--- src/rtl/piso_shift_tx_if.sv ---
// Load handshake and serial output bundle for the PISO transmitter.
// The master drives words and the bit-rate enable; the slave is the transmitter.
interface piso_shift_tx_if #(
   parameter int unsigned WIDTH = 8
);
   logic             load_valid;
   logic             load_ready;
   logic [WIDTH-1:0] load_data;
   logic             shift_en;
   logic             ser_out;
   logic             ser_valid;
   logic             ser_first;
   logic             ser_last;
   logic             busy;

   modport master (
      output load_valid, load_data, shift_en,
      input  load_ready, ser_out, ser_valid, ser_first, ser_last, busy
   );

   modport slave (
      input  load_valid, load_data, shift_en,
      output load_ready, ser_out, ser_valid, ser_first, ser_last, busy
   );
endinterface

--- src/rtl/piso_shift_tx.sv ---
// Parallel-in serial-out transmitter: loads a word on valid/ready and shifts it
// out one bit per shift_en edge, flagging the first and last bit of each frame.
module piso_shift_tx #(
   parameter int unsigned WIDTH     = 8,
   parameter bit          MSB_FIRST = 1'b1
) (
   input logic            clk,
   input logic            reset_n,
   input logic            clear_b,
   piso_shift_tx_if.slave bus
);
   localparam int unsigned   CW   = (WIDTH > 1) ? $clog2(WIDTH) : 1;
   localparam int unsigned   HEAD = MSB_FIRST ? (WIDTH - 1) : 0;
   localparam logic [CW-1:0] LAST = CW'(WIDTH - 1);

   typedef enum logic [0:0] {
      S_IDLE  = 1'b0,
      S_SHIFT = 1'b1
   } state_e;

   state_e           state_q, state_d;
   logic [WIDTH-1:0] sreg_q, sreg_d;
   logic [CW-1:0]    cnt_q, cnt_d;
   logic             valid_q, valid_d;
   logic             first_q, first_d;
   logic             last_q, last_d;
   logic [WIDTH-1:0] shifted_c;
   logic             load_ready_c;

   // Move the word one place toward the head, zero-filling the tail.
   always_comb begin
      if (MSB_FIRST) shifted_c = {sreg_q[WIDTH-2:0], 1'b0};
      else           shifted_c = {1'b0, sreg_q[WIDTH-1:1]};
   end

   always_comb begin
      state_d      = state_q;
      sreg_d       = sreg_q;
      cnt_d        = cnt_q;
      load_ready_c = 1'b0;

      unique case (state_q)
         S_IDLE: begin
            load_ready_c = 1'b1;
            if (bus.load_valid) begin
               sreg_d  = bus.load_data;
               cnt_d   = '0;
               state_d = S_SHIFT;
            end
         end
         S_SHIFT: begin
            if (bus.shift_en) begin
               if (cnt_q == LAST) begin
                  // Last-bit edge doubles as the back-to-back load slot.
                  load_ready_c = 1'b1;
                  cnt_d        = '0;
                  if (bus.load_valid) begin
                     sreg_d = bus.load_data;
                  end else begin
                     sreg_d  = '0;
                     state_d = S_IDLE;
                  end
               end else begin
                  sreg_d = shifted_c;
                  cnt_d  = cnt_q + CW'(1);
               end
            end
         end
         default: state_d = S_IDLE;
      endcase

      if (!clear_b) begin
         state_d = S_IDLE;
         sreg_d  = '0;
         cnt_d   = '0;
      end
   end

   // Frame flags are registered from the next-state view so they track the shift register.
   always_comb begin
      valid_d = (state_d == S_SHIFT);
      first_d = valid_d && (cnt_d == '0);
      last_d  = valid_d && (cnt_d == LAST);
   end

   always_ff @(posedge clk or negedge reset_n) begin
      if (!reset_n) begin
         state_q <= S_IDLE;
         sreg_q  <= '0;
         cnt_q   <= '0;
         valid_q <= 1'b0;
         first_q <= 1'b0;
         last_q  <= 1'b0;
      end else begin
         state_q <= state_d;
         sreg_q  <= sreg_d;
         cnt_q   <= cnt_d;
         valid_q <= valid_d;
         first_q <= first_d;
         last_q  <= last_d;
      end
   end

   assign bus.load_ready = load_ready_c;
   assign bus.ser_out    = sreg_q[HEAD];
   assign bus.ser_valid  = valid_q;
   assign bus.ser_first  = first_q;
   assign bus.ser_last   = last_q;
   assign bus.busy       = valid_q;
endmodule
--- src/flat_wrapper.sv ---
// flat-port wrapper written by rule: the top's interface ports become plain ports
module piso_shift_tx_flat 
#(
   parameter int unsigned WIDTH     = 8,
   parameter bit          MSB_FIRST = 1'b1
)
  (clk, reset_n, clear_b, bus_load_valid, bus_load_data, bus_shift_en, bus_load_ready, bus_ser_out, bus_ser_valid, bus_ser_first, bus_ser_last, bus_busy);
  piso_shift_tx_if #(.WIDTH(WIDTH)) bus_i ();
  input logic clk;
  input logic reset_n;
  input logic clear_b;
  input wire logic [$bits(bus_i.load_valid)-1:0] bus_load_valid;
  input wire logic [$bits(bus_i.load_data)-1:0] bus_load_data;
  input wire logic [$bits(bus_i.shift_en)-1:0] bus_shift_en;
  output wire logic [$bits(bus_i.load_ready)-1:0] bus_load_ready;
  output wire logic [$bits(bus_i.ser_out)-1:0] bus_ser_out;
  output wire logic [$bits(bus_i.ser_valid)-1:0] bus_ser_valid;
  output wire logic [$bits(bus_i.ser_first)-1:0] bus_ser_first;
  output wire logic [$bits(bus_i.ser_last)-1:0] bus_ser_last;
  output wire logic [$bits(bus_i.busy)-1:0] bus_busy;
  assign bus_i.load_valid = bus_load_valid;
  assign bus_i.load_data = bus_load_data;
  assign bus_i.shift_en = bus_shift_en;
  assign bus_load_ready = bus_i.load_ready;
  assign bus_ser_out = bus_i.ser_out;
  assign bus_ser_valid = bus_i.ser_valid;
  assign bus_ser_first = bus_i.ser_first;
  assign bus_ser_last = bus_i.ser_last;
  assign bus_busy = bus_i.busy;
  piso_shift_tx #(.WIDTH(WIDTH), .MSB_FIRST(MSB_FIRST)) u_core (.clk(clk), .reset_n(reset_n), .clear_b(clear_b), .bus(bus_i));
endmodule
--- config.mk ---
export PLATFORM = sky130hd
export DESIGN_NAME = piso_shift_tx_flat
export DESIGN_NICKNAME = d
export VERILOG_FILES = /design/src/rtl/piso_shift_tx_if.sv /design/src/rtl/piso_shift_tx.sv /design/src/flat_wrapper.sv
export SDC_FILE = /design/constraint.sdc
export NUM_CORES = 1
export LEC_CHECK = 0
export BUFFER_PORTS_ARGS = -buffer_cell sky130_fd_sc_hd__clkbuf_2
export CORE_MARGIN = 1.5
export CORE_UTILIZATION = 46
export CTS_CLUSTER_DIAMETER = 50
export DETAILED_ROUTE_END_ITERATION = 8
export PLACE_DENSITY = 0.78
export SYNTH_ARGS = -nofsm -noshare
export SYNTH_HDL_FRONTEND = slang
export SYNTH_SLANG_ARGS = --single-unit
--- constraint.sdc ---
create_clock -name clk -period 1.7 [get_ports clk]
set_clock_uncertainty 0.15 [all_clocks]
set_input_delay 0.085 -clock clk [delete_from_list [all_inputs] [get_ports clk]]
set_output_delay 0.085 -clock clk [all_outputs]
set_load 0.03 [all_outputs]
== Word level (Yosys, flattened, before mapping) ==
Index checks and enable logic that the tools add are counted.

* Register bits: 14
* Input port bits: 13
* Output and inout port bits: 6
* Logic and storage cells: 34

* Add/subtract/negate cells: 1
* Eq/ne operators: 4
* Multiplexer cells: 19
* Bitwise operators: 1
* Reduce and logical (&&, ||, !) cells: 4

{| class="wikitable"
|+ Operator list
! operator !! number
|-
| 8-bit two-way mux || 5
|-
| 8-bit case mux with 2 select lines || 1
|-
| 3-bit two-way mux || 4
|-
| 3-bit == test (second input constant) || 2
|-
| 1-bit two-way mux || 6
|-
| 3-bit inequality test (second input constant) || 2
|-
| 3-bit case mux with 2 select lines || 1
|-
| 1-bit case mux with 2 select lines || 2
|-
| 3-bit by 1-bit adder with 3-bit output (second input constant) || 1
|-
| 3-bit zero test || 1
|-
| 1-bit logical AND || 2
|-
| 2-bit AND reduction || 1
|-
| 1-bit NOT || 1
|}

== Logic depth before layout (Yosys ltp) ==
Gate-level depths: netlist (run 1).

* Word-level depth: 7
* Mapped depth: 6
* Mapped depth without buffers: 5

== Worst setup path before layout (run 1) ==
OpenSTA, ideal clock, no wires.

* Path kind: reg2reg
* Start point: register u_core.cnt_q[0]
* End point: register u_core.last_q (netlist: u_core.bus.ser_last)
* Library setup time: 131 ps
* Data arrival time: 1384 ps
* Data required time: 1419 ps
* Path slack: 35 ps
* Cell stages (with the launch flop): 7
* Path buffers: 1
* Clock period less this slack: 1665 ps
* Cells stage by stage: dfrtp_1 > ha_1 > ha_1 > clkbuf_1 > or2b_1 > a31oi_1 > nor4b_2

* Longest elaborated chain between the ends: 7
* Elaborated cells on any way between the ends: 13
* Those cells by class: 1 x add/sub; 2 x eq/ne; 9 x mux; 1 x reduce/logical

{| class="wikitable"
|+ Ends and longest elaborated chain
! item !! RTL line !! source
|-
| start, declared || piso_shift_tx.sv:23 || <nowiki>logic [CW-1:0] cnt_q, cnt_d;</nowiki>
|-
| start signal, assigned || piso_shift_tx.sv:97 || <nowiki>cnt_q <= cnt_d;</nowiki>
|-
| 3-bit by 1-bit adder with 3-bit output or 3-bit == test (tied branches) || piso_shift_tx.sv:65, piso_shift_tx.sv:53 ||
|-
| 3-bit two-way mux || piso_shift_tx.sv:53 || <nowiki>if (cnt_q == LAST) begin</nowiki>
|-
| 3-bit two-way mux || piso_shift_tx.sv:52 || <nowiki>if (bus.shift_en) begin</nowiki>
|-
| 3-bit case mux with 2 select lines || piso_shift_tx.sv:42 || <nowiki>unique case (state_q)</nowiki>
|-
| 3-bit two-way mux || piso_shift_tx.sv:72 || <nowiki>if (!clear_b) begin</nowiki>
|-
| 3-bit == test || piso_shift_tx.sv:83 || <nowiki>last_d = valid_d && (cnt_d == LAST);</nowiki>
|-
| 1-bit logical AND (*) || piso_shift_tx.sv:83 ||
|-
| named net u_core.last_d || piso_shift_tx.sv:26 || <nowiki>logic last_q, last_d;</nowiki>
|-
| end signal, assigned || piso_shift_tx.sv:100 || <nowiki>last_q <= last_d;</nowiki>
|-
| end, declared || piso_shift_tx.sv:26 ||
|}

The timed path passes the listed nets; every way through them passes the cells marked *.
A chain may end at the register's enable or synchronous reset.

== Final worst setup path (run 1) ==
* Start point: register u_core.cnt_q[0]
* End point: output bus_load_ready

* Longest elaborated chain between the ends: 4

{| class="wikitable"
|+ Ends and longest elaborated chain
! item !! RTL line !! source
|-
| 3-bit == test || piso_shift_tx.sv:53 ||
|-
| 1-bit two-way mux || piso_shift_tx.sv:53 ||
|-
| 1-bit two-way mux || piso_shift_tx.sv:52 ||
|-
| 1-bit case mux with 2 select lines || piso_shift_tx.sv:42 ||
|-
| end, declared || flat_wrapper.sv:15 || <nowiki>output wire logic [$bits(bus_i.load_ready)-1:0] bus_load_ready;</nowiki>
|}

Every way passes these cells.

==> flow_summary.json, run 1 <==
{
  "status": "finished clean",
  "synthTopCellsByArea": "dfrtp_1 (40%), mux2_2 (5.1%), nor2b_1 (4.2%)",
  "yosysTopAreaCellShare": 0.395,
  "placed_area_um2": 971,
  "synth_seq_area_share": 0.395,
  "drive_gt1_frac": 0.407,
  "syn_area_um2": 886,
  "place_congestion": 0.743,
  "cts_buffers": 3,
  "clk_root_buffer_cell": "clkbuf_4",
  "drt_iter0_drc": 13,
  "die_w_um": 46.9,
  "cts_max_level": 1,
  "synth_compound_area_frac": 0.150,
  "cap_violations": 0,
  "rows": 15,
  "setup_violations": 0,
  "finalSetupTns_ns": 0,
  "synth_top_family_by_area": "simple AND/OR/NAND/NOR gates",
  "fin_area_um2": 1100,
  "hold_violations": 0,
  "slowest_stage": "dfrtp_1",
  "route.detailed.drc": 0,
  "syn_inst": 83,
  "arrival_ns": 1.42,
  "fin_crit_sh": 0.976,
  "p_leak_nw": 0.509,
  "ys_seq_elements": 14,
  "core_area_um2": 1760,
  "synth-edff-count": 0,
  "cts_tree": "yes",
  "grt_pass1_wl_mm": 3.08,
  "start_kind": "flip-flop",
  "period_needed_ns": 1.66,
  "power.density_nw_per_um2": 648,
  "place.detailed.hpwl_mm": 1.22,
  "ys_types": 33,
  "antenna_found_initial": 0,
  "postRouteAntennaNets": 0,
  "vias": 732,
  "yosysMostFrequentCell": "dfrtp_1",
  "synth_common_cells": "dfrtp_1 (14), nand3_1 (7), nor2b_1 (6)",
  "routed-wl-met3_um": 93,
  "dr_wl_met2_um": 862,
  "numClockSinks": 14,
  "overflow": 0,
  "peakVddDrop_uv": 375,
  "grt_usage": 0.204,
  "diodes": 0,
  "grt_pass1_vias": 683,
  "required_ns": 1.46,
  "clk_latency_ns": 0.27,
  "dr.max_layer_used": "met4",
  "via_per_inst": 5.50,
  "slowest_delay_ns": 0.40,
  "hp-class": "input port to flip-flop",
  "crit_type": "flip-flop to output port",
  "yosysWarnings": 0,
  "wl_per_cell_um": 14.0,
  "start_util": 0.502,
  "first_pass_iters": 4,
  "ys_async_sr_fraction": 1.00,
  "yosys.area_share.xor_xnor": 0,
  "n_fill_cell": 164,
  "path_cells": "ha_2 -> ha_4 -> a21bo_4 -> clkbuf_8",
  "slew_headroom": 0.744,
  "wirelength_mm": 1.87,
  "muxShareOfSynthArea": 0.0890,
  "worst_pin_slew_ns": 0.384,
  "met1_length_um": 890,
  "critPathCaptureType": "output port",
  "rsz0062_at_grt": "no",
  "die_y_um": 46.9,
  "path_buf_inv": 1,
  "critPathMaxFanout": 4,
  "port_buffers": 18,
  "critPathTopFamily": "flip-flops",
  "finalMaxSlewViolations": 0,
  "nets": 125,
  "r2r_slack_ns": 0.11,
  "yosys.area_share.simple": 0.254,
  "synth-adder-area-share": 0.0282,
  "fmax_mhz": 603,
  "clockBufferDepth": 2,
  "grt_max_degree": 18,
  "syn-num-nets": 98,
  "avgSynthCellArea_um2": 10.7,
  "dieArea_um2": 2200,
  "syn_to_final_growth_pct": 24.0,
  "ios": 19,
  "clk_pin_slew_worst_paths_ns": 0.08,
  "synth-main-ff-cell": "dfrtp_1",
  "synth_top_cell_by_area": "dfrtp_1"
}
[power breakdown]
part	internal, mW	switching [mW]	total [mW]
Sequential	0.352	0.0158	0.368
Clock	0.0819	0.100	0.182
Combinational	0.0775	0.0849	0.162
Total	0.511	0.201	0.712
[per-layer routing]
metal,vias up,GRT usage
met1,348,0.273
li1,364,-
met5,-,0
met3,2,0.0423
met4,0,0.0833
met2,18,0.321
[kinds of logic (layout without fill, tap and decap cells)]
family	after synthesis	in the layout
AOI/OAI and AO/OA	17	17
muxes	7	7
adders and majority gates	2	2
buffers and inverters	10	35
and+or+nand+nor	33	33
DFF	14	14
[area by class of cell]
type,instances,area (um2),share of cell area
tap,25,31.3,0.0285
clock buffer,3,22.5,0.0205
inverter,2,7.51,0.00683
timing repair buffer,30,204,0.186
multi-input combinational,59,483,0.440
sequential,14,350,0.319
[per-stage QoR]
step | setup slack [ns] | util | power [mW] | hold WS (ns) | cells
2_1_floorplan | 0.0354 | - | 0.478 | -0.361 | 83
4_1_cts | 0.00896 | 0.616 | 0.718 | 0.00103 | 133
3_3_place_gp | 0.0781 | 0.550 | 0.514 | -0.143 | 122
5_1_grt | 0.00825 | 0.623 | 0.750 | 0.00612 | 133
6_report | 0.0403 | 0.623 | 0.712 | 0.0107 | 133
3_5_place_dp | 0.0217 | 0.550 | 0.518 | -0.134 | 122
[state kept, by name (all words and copies together), names as in the netlist]
| register | cells |
|---|---|
| u_core.bus.ser_first | 1 |
| u_core.state_q | 1 |
| u_core.sreg_q | 8 |
| u_core.cnt_q | 3 |
| u_core.bus.ser_last | 1 |
[timing repair]
item                                    4_1_cts  5_1_grt
endpoints found under the setup margin        1        2
buffers inserted                              2        0
endpoints found under the hold margin        19        0
gates resized for setup                       4        2
pin swaps                                     1        1
hold buffers                                  6        0
[path summary, 6_finish.rpt]
kind	start	end	cells past startpoint
worst min register to register	u_core.sreg_q[0]	u_core.sreg_q[1]	2
worst max register to register	u_core.cnt_q[0]	u_core.bus.ser_last	5
min in group asynchronous	reset_n	u_core.bus.ser_last	2
worst max-delay path	u_core.cnt_q[0]	bus_load_ready	4
max in group asynchronous	reset_n	u_core.sreg_q[2]	2
worst min-delay path	bus_load_data[7]	u_core.sreg_q[7]	3
[cells in the final DEF (no fill, tap or decap), types with 4 or more instances in the layout]
master and n:
a31oi_1 5, nor2b_1 6, buf_4 6, nand2_1 4
o221ai_1 4, clkbuf_2 17, a21oi_1 4, mux2_2 4
dfrtp_1 14, nand3_1 7, nand4_1 4, dlygate4sd3_1 6
[worst reg2reg max path, cell delays in order (launching register included)]
cell	delay, ns
dfrtp_1	0.40
ha_2	0.20
ha_4	0.17
and4bb_2	0.30
o31ai_2	0.08
nor4b_2	0.21
Note: power is estimated with default switching activity, not from simulation.
==> inputs of run 2 (changes only) <==
--- a/config.mk
+++ b/config.mk
@@ -11,4 +11,5 @@
 export CTS_CLUSTER_DIAMETER = 50
 export DETAILED_ROUTE_END_ITERATION = 8
+export MAX_ROUTING_LAYER = met4
 export PLACE_DENSITY = 0.78
 export SYNTH_ARGS = -nofsm -noshare
--- a/constraint.sdc
+++ b/constraint.sdc
@@ -3,3 +3,3 @@
 set_input_delay 0.085 -clock clk [delete_from_list [all_inputs] [get_ports clk]]
 set_output_delay 0.085 -clock clk [all_outputs]
-set_load 0.03 [all_outputs]
+set_load 0.05 [all_outputs]
==> run 2 against run 1 <==
Routed wire length rose by 0.11%. Critical endpoint unchanged. Worst setup slack lost 0.029 ns. Core utilization is 0.64 points higher. First-iteration DRC count is 23% higher. Non-clock buffer count unchanged. Clock power about the same. Combinational power rose by 12%. Via count rose by 1.9%. Sequential share of layout area is 0.32 points lower. Die area unchanged. Final area increased by 1.0%.
==> flow_summary.json, run 2 (synthesized netlist as in run 1, its figures left out) <==
{
  "status": "finished clean",
  "power.density_nw_per_um2": 658,
  "hold_ws_ns": 0.0104,
  "core_area_um2": 1760,
  "grt_usage": 0.211,
  "clk_pin_slew_worst_paths_ns": 0.08,
  "worst_pin_slew_ns": 0.389,
  "overflow": 0,
  "rr_startpoint": "u_core.cnt_q[0]",
  "first_pass_iters": 4,
  "setup_slack_ns": 0.0112,
  "ios": 19,
  "wl_per_cell_um": 14.0,
  "grt_pass1_wl_mm": 3.10,
  "dieArea_um2": 2200,
  "regMostFlops": "u_core.sreg_q",
  "slew_headroom": 0.741,
  "via_per_inst": 5.61,
  "cap_violations": 0,
  "fin_crit_sh": 0.993,
  "period_needed_ns": 1.69,
  "required_ns": 1.46,
  "die_y_um": 46.9,
  "die_w_um": 46.9,
  "n_fill_cell": 165,
  "clockBufferDepth": 2,
  "setup_violations": 0,
  "layout_commonest_cell": "clkbuf_2",
  "cts_tree": "yes",
  "arrival_ns": 1.45,
  "vias": 746,
  "critPathCaptureType": "output port",
  "syn_to_final_growth_pct": 25.3,
  "start_kind": "flip-flop",
  "critPathMaxFanout": 4,
  "rsz0062_at_grt": "yes",
  "grt_max_degree": 18,
  "rows": 15,
  "diodes": 0,
  "p_leak_nw": 0.515,
  "post-place-ws_ns": 0.0217,
  "grt_pass1_vias": 685,
  "antenna_found_initial": 0,
  "final_cell_mix": "clkbuf_2 (17), dfrtp_1 (14), nand3_1 (7)",
  "hp-class": "input port to flip-flop",
  "clk_latency_ns": 0.27,
  "crit_type": "flip-flop to output port",
  "start_util": 0.502,
  "place_congestion": 0.753,
  "largest_reg_flops": 8,
  "hold_depth": 3,
  "min_from": "bus_load_data[7]",
  "fin_util": 0.629,
  "port_buffers": 18,
  "reg_top3": "u_core.sreg_q: 8 flops, u_core.cnt_q: 3 flops",
  "drive_gt1_frac": 0.407,
  "cts_max_level": 1,
  "timing.rr.end": "u_core.bus.ser_last",
  "placed_area_um2": 971,
  "holdPathEnd": "u_core.sreg_q[7]",
  "route.detailed.drc": 0,
  "fin_area_um2": 1110,
  "place.detailed.hpwl_mm": 1.22,
  "numClockSinks": 14,
  "peakVddDrop_uv": 370,
  "finalSetupTns_ns": 0,
  "fmax_mhz": 592,
  "r2r_slack_ns": 0.10,
  "hold_violations": 0,
  "postRouteAntennaNets": 0,
  "nets": 125,
  "cts_buffers": 3,
  "clk_root_buffer_cell": "clkbuf_4",
  "wirelength_mm": 1.87,
  "drt_iter0_drc": 16,
  "reg2reg_depth": 5,
  "finalMaxSlewViolations": 0
}
-- run 2: changes by cell type in the layout (fill, tap and decap cells not counted) --
cell and change:
clkbuf_16 +1, clkbuf_8 -1
-- run 2: final cells by class --
type / instances / area (um2) / share of cell area
repair buffers: 30 / 215 / 0.194
well taps: 25 / 31.3 / 0.0282
clock buffers: 3 / 22.5 / 0.0203
flip-flops and latches: 14 / 350 / 0.316
inverters: 2 / 7.51 / 0.00676
multi-input cells: 59 / 483 / 0.435
-- run 2: worst max-delay path by stage --
stage	startpoint	end	slack, ns	depth (start not counted)
4_1_cts	u_core.cnt_q[0]	bus_load_ready	0.02	4
2_1_floorplan	u_core.state_q	u_core.bus.ser_first	0.01	3
3_5_place_dp	u_core.cnt_q[1]	u_core.bus.ser_last	0.02	5
5_1_grt	u_core.cnt_q[0]	bus_load_ready	-0.01	4
3_3_place_gp	u_core.cnt_q[0]	u_core.bus.ser_last	0.08	5
6_report	u_core.cnt_q[0]	bus_load_ready	0.01	4
-- run 2: metrics by stage --
stage               instances  total power, mW
floorplan                  83            0.492
global placement          122            0.528
detailed placement        122            0.532
CTS                       133            0.737
global route              133            0.768
finish                    133            0.731
-- run 2: what timing repair did --
action / 4_1_cts / 5_1_grt
hold buffers: 6 / 0
pin swaps: 1 / 2
hold endpoints to repair: 19 / 0
setup buffers: 2 / 0
gates cloned: 0 / 0
setup endpoints to repair: 1 / 2
gates resized for setup: 6 / 1
-- run 2: worst max-delay path, cell delays in order (launching register included) --
cell       delay, ns
dfrtp_1         0.40
ha_2            0.20
ha_4            0.17
a21bo_4         0.24
clkbuf_16       0.17
-- run 2: report_power, final --
part / internal (mW) / leakage [nW] / total (mW) / switching (mW)
clock network: 0.0820 / 0.0138 / 0.182 / 0.100
registers: 0.352 / 0.187 / 0.368 / 0.0158
logic: 0.0809 / 0.314 / 0.181 / 0.0998
total: 0.515 / 0.515 / 0.731 / 0.216
-- run 2: per-layer routing --
layer / global-route usage / vias to the layer above / part of all wire / routed length, um
li1: - / 366 / - / -
met3: 0.0423 / 2 / 0.054 / 100
met1: 0.276 / 359 / 0.48 / 887
met2: 0.321 / 19 / 0.46 / 859
met4: 0.0833 / 0 / 0.0096 / 18
met5: - / - / 0 / 0
==> inputs of run 3 (changes only) <==
- CAP_MARGIN: default -> 20
- PLACE_DENSITY: 0.78 -> 0.73
==> run 3 against run 2 <==
Combinational power hardly changed. Critical path depth unchanged. Count of clock-buffer cells in the layout stayed put. First-iteration DRC count fell by 13%. Via count decreased by 4.6%. Total power shrank 0.73%. Routed wire length down 5.4%. Global-route usage decreased by 2.6 points. Register-to-register slack about the same. Final area fell by 0.90%. Sequential power is essentially flat. Largest cell class unchanged.
==> flow_summary.json, run 3 (synthesized netlist as in run 1, its figures left out) <==
{
  "status": "finished clean",
  "setup_violations": 0,
  "instances_no_fill": 132,
  "first_pass_iters": 4,
  "multi_input_area_um2": 483,
  "worst_pin_slew_ns": 0.439,
  "nets": 124,
  "cts_tree": "yes",
  "core_area_um2": 1760,
  "port_buffers": 18,
  "critPathMaxFanout": 4,
  "regArea_um2": 350,
  "rows": 15,
  "fin_crit_sh": 0.971,
  "die_y_um": 46.9,
  "hold_depth": 3,
  "start_kind": "flip-flop",
  "peakVddDrop_uv": 362,
  "wl_per_cell_um": 13.4,
  "die_w_um": 46.9,
  "place_congestion": 0.729,
  "slowest_delay_ns": 0.38,
  "antenna_found_initial": 0,
  "start_util": 0.502,
  "diodes": 0,
  "fin_util": 0.623,
  "cts_buffers": 3,
  "place.detailed.hpwl_mm": 1.22,
  "grt_max_degree": 18,
  "layout_commonest_cell": "clkbuf_2",
  "clk_root_buffer_cell": "clkbuf_4",
  "slew_headroom": 0.707,
  "via_per_inst": 5.39,
  "period_needed_ns": 1.65,
  "hold_ws_ns": 0.00184,
  "grt_pass1_vias": 651,
  "dieArea_um2": 2200,
  "ios": 19,
  "syn_to_final_growth_pct": 24.2,
  "slowest_stage": "dfrtp_1",
  "arrival_ns": 1.42,
  "cts_max_level": 1,
  "clockBufferDepth": 2,
  "cap_violations": 0,
  "p_leak_nw": 0.511,
  "path_cells": "ha_2 -> ha_4 -> a21bo_4 -> clkbuf_16",
  "crit_type": "flip-flop to output port",
  "postRouteAntennaNets": 0,
  "regMostFlops": "u_core.sreg_q",
  "rsz0062_at_grt": "yes",
  "vias": 712,
  "n_fill_cell": 164,
  "drt_iter0_drc": 14,
  "critPathCaptureType": "output port",
  "route.detailed.drc": 0,
  "clk_latency_ns": 0.27,
  "grt_pass1_wl_mm": 2.82,
  "required_ns": 1.46,
  "hold_violations": 0,
  "overflow": 0,
  "finalMaxSlewViolations": 0,
  "clk_pin_slew_worst_paths_ns": 0.08,
  "power.density_nw_per_um2": 660,
  "numClockSinks": 14,
  "dp.cells": 122,
  "drive_gt1_frac": 0.411,
  "final_cell_mix": "clkbuf_2 (17), dfrtp_1 (14), nand3_1 (7)",
  "power.total_mw": 0.725,
  "reg_top3": "u_core.sreg_q: 8 flops, u_core.cnt_q: 3 flops",
  "reg2reg_depth": 5,
  "wirelength_mm": 1.77,
  "largest_reg_flops": 8,
  "hp-class": "input port to flip-flop",
  "fmax_mhz": 606,
  "grt_usage": 0.185
}
[run 3: cell types whose count changed in the layout (fill, tap and decap cells not counted)]
cell,delta
dlygate4sd3_1,-1
[run 3: area by class of cell]
| class | instances | share of cell area |
|---|---|---|
| clock buffers | 3 | 0.0205 |
| inverters | 2 | 0.00683 |
| multi-input cells | 59 | 0.439 |
| flip-flops and latches | 14 | 0.319 |
| well taps | 25 | 0.0284 |
| repair buffers | 29 | 0.187 |
[run 3: path summary, 6_finish.rpt]
kind | start | end | slack (ns)
max reg2reg | u_core.cnt_q[0] | u_core.bus.ser_last | 0.09
max in group asynchronous | reset_n | u_core.cnt_q[1] | 1.04
min in group asynchronous | reset_n | u_core.state_q | 0.10
min | bus_load_data[6] | u_core.sreg_q[6] | 0.002
max | u_core.cnt_q[0] | bus_load_ready | 0.05
min reg2reg | u_core.sreg_q[1] | u_core.sreg_q[2] | 0.34
[run 3: timing repair]
action / in CTS / in global routing
pin swaps: 1 / 1
setup buffers: 2 / 0
hold buffers: 5 / 0
endpoints found under the setup margin: 2 / 2
gates resized for setup: 5 / 2
hold endpoints to repair: 18 / 0
[run 3: worst max-delay path, delay by kind of cell, from the launching register on]
kind                     cells  cell delay, ns
buffers and inverters        1            0.17
AO/OA/AOI/OAI                1            0.23
adder cells (fa/ha/maj)      2            0.37
flip-flops                   1            0.38
[run 3: routing by layer]
metal  global-route usage  wire length [um]  vias to the layer above
met1                0.238               834                      336
met3               0.0346                55                        2
met2                0.299               871                       15
met5                    -                 0                        -
met4               0.0500                 5                        0
li1                     -                 -                      359
[run 3: stage by stage]
step | area (um2) | worst slack (ns) | TNS, ns
after floorplan | 886 | 0.0136 | 0
after global placement | 971 | 0.0804 | 0
after detailed placement | 971 | 0.0162 | 0
after CTS | 1090 | 0.00849 | 0
after global routing | 1100 | -0.0149 | -0.0149
final | 1100 | 0.0494 | 0
[run 3: power breakdown]
part	internal (mW)	switching [mW]	total [mW]
Clock	0.0818	0.0978	0.180
Combinational	0.0794	0.0984	0.178
Sequential	0.352	0.0162	0.368
